===== src/rtl/piso_out_ctrl_if.sv =====
// Frame-side and byte-side handshake bundle for the output PISO sequencer.
// The slave modport is the controller; the master modport is its upstream/downstream.
interface piso_out_ctrl_if;
   logic       frame_valid;
   logic       frame_ready;
   logic [2:0] frame_len_m1;
   logic       abort;
   logic       byte_valid;
   logic       byte_ready;
   logic       byte_last;

   modport master (
      output frame_valid, frame_len_m1, abort, byte_ready,
      input  frame_ready, byte_valid, byte_last
   );

   modport slave (
      input  frame_valid, frame_len_m1, abort, byte_ready,
      output frame_ready, byte_valid, byte_last
   );
endinterface


===== src/rtl/piso_out_ctrl.sv =====
// Sequencer for the 8-byte output PISO: loads a frame, streams 1-8 bytes under
// valid/ready, supports abort, and counts completed frames.
//
//   state | meaning
//   ------+-----------------------------------------------------------
//   IDLE  | no frame held; frame_ready offered unless abort
//   SEND  | PISO data_out holds byte cnt of a frame of len+1 bytes
module piso_out_ctrl #(
   parameter int CNT_W       = 16,
   parameter bit CLR_ON_DONE = 1'b1
) (
   input  logic             CLKEXT,
   input  logic             CLR_N,
   piso_out_ctrl_if.slave   bus,
   output logic             EN_PISO_OUT,
   output logic             SHIFT_OUT,
   output logic             CLR_PISO_OUT,
   output logic             busy,
   output logic [CNT_W-1:0] frame_cnt
);

   typedef enum logic {IDLE, SEND} state_t;

   state_t     state;
   logic [2:0] cnt;
   logic [2:0] len;
   logic       load;
   logic       xfer;
   logic       last;

   // Handshakes are decoded combinationally so the PISO acts on the same edge.
   always_comb begin
      bus.frame_ready = CLR_N & (state == IDLE) & ~bus.abort;
      bus.byte_valid  = CLR_N & (state == SEND) & ~bus.abort;
      last            = (cnt == len);
      bus.byte_last   = bus.byte_valid & last;
      busy            = (state == SEND);
      load            = bus.frame_valid & bus.frame_ready;
      xfer            = bus.byte_valid & bus.byte_ready;
      EN_PISO_OUT     = load | (xfer & ~last);
      SHIFT_OUT       = xfer & ~last;
      CLR_PISO_OUT    = ~CLR_N
                      | ((state == SEND) & bus.abort)
                      | (xfer & last & CLR_ON_DONE);
   end

   always_ff @(posedge CLKEXT) begin
      if (!CLR_N) begin
         state     <= IDLE;
         cnt       <= 3'd0;
         len       <= 3'd0;
         frame_cnt <= '0;
      end else begin
         case (state)
            IDLE: begin
               if (load) begin
                  len   <= bus.frame_len_m1;
                  cnt   <= 3'd0;
                  state <= SEND;
               end
            end
            SEND: begin
               if (bus.abort) begin
                  state <= IDLE;
               end else if (xfer) begin
                  if (last) begin
                     frame_cnt <= frame_cnt + CNT_W'(1);
                     state     <= IDLE;
                  end else begin
                     cnt <= cnt + 3'd1;
                  end
               end
            end
            default: state <= IDLE;
         endcase
      end
   end

endmodule


===== src/flat_wrapper.sv =====
// flat-port wrapper written by rule: the top's interface ports become plain ports
module piso_out_ctrl_flat 
#(
   parameter int CNT_W       = 16,
   parameter bit CLR_ON_DONE = 1'b1
)
  (CLKEXT, CLR_N, EN_PISO_OUT, SHIFT_OUT, CLR_PISO_OUT, busy, frame_cnt, bus_frame_valid, bus_frame_len_m1, bus_abort, bus_byte_ready, bus_frame_ready, bus_byte_valid, bus_byte_last);
  piso_out_ctrl_if bus_i ();
  input  logic CLKEXT;
  input  logic CLR_N;
  output logic EN_PISO_OUT;
  output logic SHIFT_OUT;
  output logic CLR_PISO_OUT;
  output logic busy;
  output logic [CNT_W-1:0] frame_cnt;
  input wire logic [$bits(bus_i.frame_valid)-1:0] bus_frame_valid;
  input wire logic [$bits(bus_i.frame_len_m1)-1:0] bus_frame_len_m1;
  input wire logic [$bits(bus_i.abort)-1:0] bus_abort;
  input wire logic [$bits(bus_i.byte_ready)-1:0] bus_byte_ready;
  output wire logic [$bits(bus_i.frame_ready)-1:0] bus_frame_ready;
  output wire logic [$bits(bus_i.byte_valid)-1:0] bus_byte_valid;
  output wire logic [$bits(bus_i.byte_last)-1:0] bus_byte_last;
  assign bus_i.frame_valid = bus_frame_valid;
  assign bus_i.frame_len_m1 = bus_frame_len_m1;
  assign bus_i.abort = bus_abort;
  assign bus_i.byte_ready = bus_byte_ready;
  assign bus_frame_ready = bus_i.frame_ready;
  assign bus_byte_valid = bus_i.byte_valid;
  assign bus_byte_last = bus_i.byte_last;
  piso_out_ctrl #(.CNT_W(CNT_W), .CLR_ON_DONE(CLR_ON_DONE)) u_core (.CLKEXT(CLKEXT), .CLR_N(CLR_N), .bus(bus_i), .EN_PISO_OUT(EN_PISO_OUT), .SHIFT_OUT(SHIFT_OUT), .CLR_PISO_OUT(CLR_PISO_OUT), .busy(busy), .frame_cnt(frame_cnt));
endmodule

===== config.mk =====
export PLATFORM = sky130hd
export DESIGN_NAME = piso_out_ctrl_flat
export DESIGN_NICKNAME = d
export VERILOG_FILES = /design/src/rtl/piso_out_ctrl_if.sv /design/src/rtl/piso_out_ctrl.sv /design/src/flat_wrapper.sv
export SDC_FILE = /design/constraint.sdc
export NUM_CORES = 1
export LEC_CHECK = 0
export CAP_MARGIN = 40
export CORE_AREA = 2 2 76 49
export CTS_CLUSTER_DIAMETER = 50
export CTS_CLUSTER_SIZE = 40
export DETAILED_ROUTE_END_ITERATION = 6
export DIE_AREA = 0 0 78 51
export PLACE_DENSITY_LB_ADDON = 0.08
export SLEW_MARGIN = 40
export SYNTH_ARGS = -nofsm -noshare
export SYNTH_HDL_FRONTEND = slang
export SYNTH_SLANG_ARGS = --single-unit
export TNS_END_PERCENT = 50

===== constraint.sdc =====
create_clock -name CLKEXT -period 2.1 [get_ports CLKEXT]
set_input_delay 0.42 -clock CLKEXT [delete_from_list [all_inputs] [get_ports CLKEXT]]
set_output_delay 0.42 -clock CLKEXT [all_outputs]
set_load 0.005 [all_outputs]

==> results.md <==
- Most frequent cells in the layout: 24 x clkdlybuf4s50_1, 19 x nand2_1, 18 x dfxtp_1, 16 x buf_4, 14 x a21oi_1
- Share of cells above drive strength 1: 0.191
- Cells along the critical path: clkdlybuf4s50_1 -> nand4b_1 -> or4_4 -> or4_4 -> a21oi_1
- PortBufs: 30
- Initial Util: 0.347
- Average cell area after synthesis: 8.21 um2
- Setup Skew: between 0.004 and 0.005 ns
- Max-slew violation count: 0
- Flip-flop and latch area: 469 um2
- Post-synthesis sequential area ratio: 0.389
- Commonest non-fill, non-tap cell in the layout: clkdlybuf4s50_1
- Prevailing post-synth register cell: dfxtp_1
- CTS root buf: clkbuf_8
- Clk pwr share: 0.339
- WP data required: 2.30 ns
- Antenna violations before repair: 0
- Pwr Total: approximately 800 uW
- # diodes: 0
- Final WL: roughly 3.4 mm
- DP Wirelength: 2.37 mm
- I/O Pins: 31
- Mapped Nets: 154
- Final hold slack: 0.492 ns
- Pwr dens: 471 nW/um2
- Worst-margin pin slew: 0.485 ns
- RSZ-0062 raised after global routing: true
- Post-CTS Hold Buffers: 0
- Worst VDD drop: around 0.26 mV
- Drt first pass iters: 4
- Seq pwr share: 0.539
- Pleak: slightly above 0.0006 uW
- Die ar.: 3980 um2
- CP Capture Type: flip-flop
- Yosys Warn Count: 0
- Number of global-route vias before repair: ~1200
- Wire length per cell: 14.4 um
- Worst-path clk slew: 0.08 ns
- Core Rows: 17
- Yosys reg bits: 23
- Combinational share of power: 0.122
- Total gr overflow: 0
- Slowest-stage cell, CP: or4_4
- Largest net degree at the start of global routing: 19
- Status: completed
- Die span in x: 78 um
- Internal: 624 uW
- Distinct cells, synth: 32
- Hold/Removal Path Class: flip-flop to flip-flop
- Final setup violation count: 0
- Total CTS buffers: 3
- Period Utilization, post-route: 0.984
- Sw Pwr: 200 uW
- Final Hold Viols: 0
- WS Path Type: input port to flip-flop
- Sw Share: 0.243
- Vias: between 1000 and 1500
- All-Layer GR Usage: 0.186
- Max incr delay on CP: 0.56 ns
- CTS max path bufs: 2
- First-pass GRT wire length: roughly 5.7 mm
- FFs w/ async S/R, synth: 0
- EDFF count, synth: 0
- Netlist Area Pre-Place: between 1000 and 1500 um2
- Nets@finish: 199
- Fin crit period: a little over 2 ns
- Routability cong.: 0.822
- Slew headroom: 0.676
- Cells after Synth: 144
- Via/cell ratio: 5.26
- Area delta synth->final: 47.9%
- Clk_lat worst skew: 0.27 ns
- Die Y: 51 um
- Max_cap viols: 0
- Max Fclk: just under 0.5 GHz
- CP startpoint kind: input port
- CTS tree: done
- Clock Sinks: 23
- Top cell by count, worst path: or4_4
- Area of the core: around 3400 um2
- 1st-iter DRT viols: roughly 100
- Critical Path AT: 2.27 ns
- FILL cells: roughly 320
- Drt drc: 0
- Crit path max fanout: 18
- Antenna-violating nets left: 0
- Area of the multi-input gates: 747 um2
- Htree depth: 1
critical path: cells and delay by family:
kind	cells	cell delay (ns)
AND/OR/NAND/NOR	3	1.24
AO/OA/AOI/OAI	1	0.14
buffers and inverters	1	0.47
per-layer routing:
metal,global-route usage,vias to the layer above,share of wire
li1,-,623,-
met1,0.258,575,0.50
met2,0.284,33,0.44
met3,0.0530,4,0.055
met4,0.0526,0,0.010
met5,0,-,0
per-stage QoR:
step	util	setup slack [ns]	std cells	instance area (um2)	setup TNS (ns)
final	0.514	0.0327	235	1750	0
after global routing	0.514	-0.0457	235	1750	-0.0762
after CTS	0.510	0.0190	235	1730	0
after detailed placement	0.473	-0.284	228	1610	-3.45
after global placement	0.473	-0.245	228	1610	-2.66
after floorplan	-	0.219	144	1180	0
cell usage after synthesis, types with 2 or more instances:
master	n	area, um2
nor4_1	5	31.3
nand2b_1	4	25.0
o31ai_1	8	60.1
inv_1	5	18.8
nor2_1	9	33.8
nand4_1	2	12.5
nor3_1	2	10.0
o311ai_0	2	17.5
and4_1	3	26.3
nand2_1	19	71.3
a21oi_1	14	70.1
dfxtp_1	23	460
mux2i_1	6	60.1
ha_1	2	25.0
clkbuf_1	4	15.0
or4_1	7	52.6
o21ai_0	2	10.0
xor2_1	3	26.3
nand3_1	11	55.1
repair_timing:
item / in CTS / in global routing
resized for setup: 22 / 5
setup buffers: 3 / 0
endpoints found under the setup margin: 9 / 5
gates cloned: 0 / 0
pin swaps: 5 / 0
final timing paths:
check	slack, ns	to	from	cells past startpoint
worst max-delay path	0.03	u_core.frame_cnt[5]$_SDFFE_PN0P_	bus_byte_ready	5
worst max register to register	0.08	u_core.frame_cnt[5]$_SDFFE_PN0P_	u_core.cnt[1]$_SDFFE_PN0P_	5
worst min register to register	0.49	u_core.len[0]$_SDFFE_PN0P_	u_core.len[0]$_SDFFE_PN0P_	2
worst min-delay path	0.49	u_core.len[0]$_SDFFE_PN0P_	u_core.len[0]$_SDFFE_PN0P_	2
cells by family (layout without fill, tap and decap cells):
kind of cell / after synthesis / after routing / synth area share
AND/OR/NAND/NOR: 67 / 67 / 0.302
flip-flops: 23 / 23 / 0.389
XOR/XNOR: 4 / 4 / 0.0296
multiplexers: 6 / 6 / 0.0508
adder cells (fa/ha/maj): 2 / 2 / 0.0212
AO/OA/AOI/OAI: 31 / 31 / 0.166
buffers and inverters: 11 / 55 / 0.0413
sequential cells by signal, summed over array words and instances, names as in the netlist:
signal            count
u_core.cnt            3
u_core.frame_cnt     16
u_core.len            3
u_core.busy           1
layout make-up:
| class | count | share of cell area |
|---|---|---|
| Clock buffer | 4 | 0.0258 |
| Inverter | 5 | 0.0107 |
| Multi-Input combinational cell | 110 | 0.427 |
| Sequential cell | 23 | 0.268 |
| Tap cell | 47 | 0.0336 |
| Timing Repair Buffer | 46 | 0.235 |
power groups by stage:
stage	clock network, uW	logic, uW	registers [uW]
finish	279	101	444
detailed placement	0	91.4	453
floorplan	0	37.3	453
global placement	0	90.7	453
global route	306	109	445
CTS	288	95.6	444
Note: power is estimated with default switching activity, not from simulation.
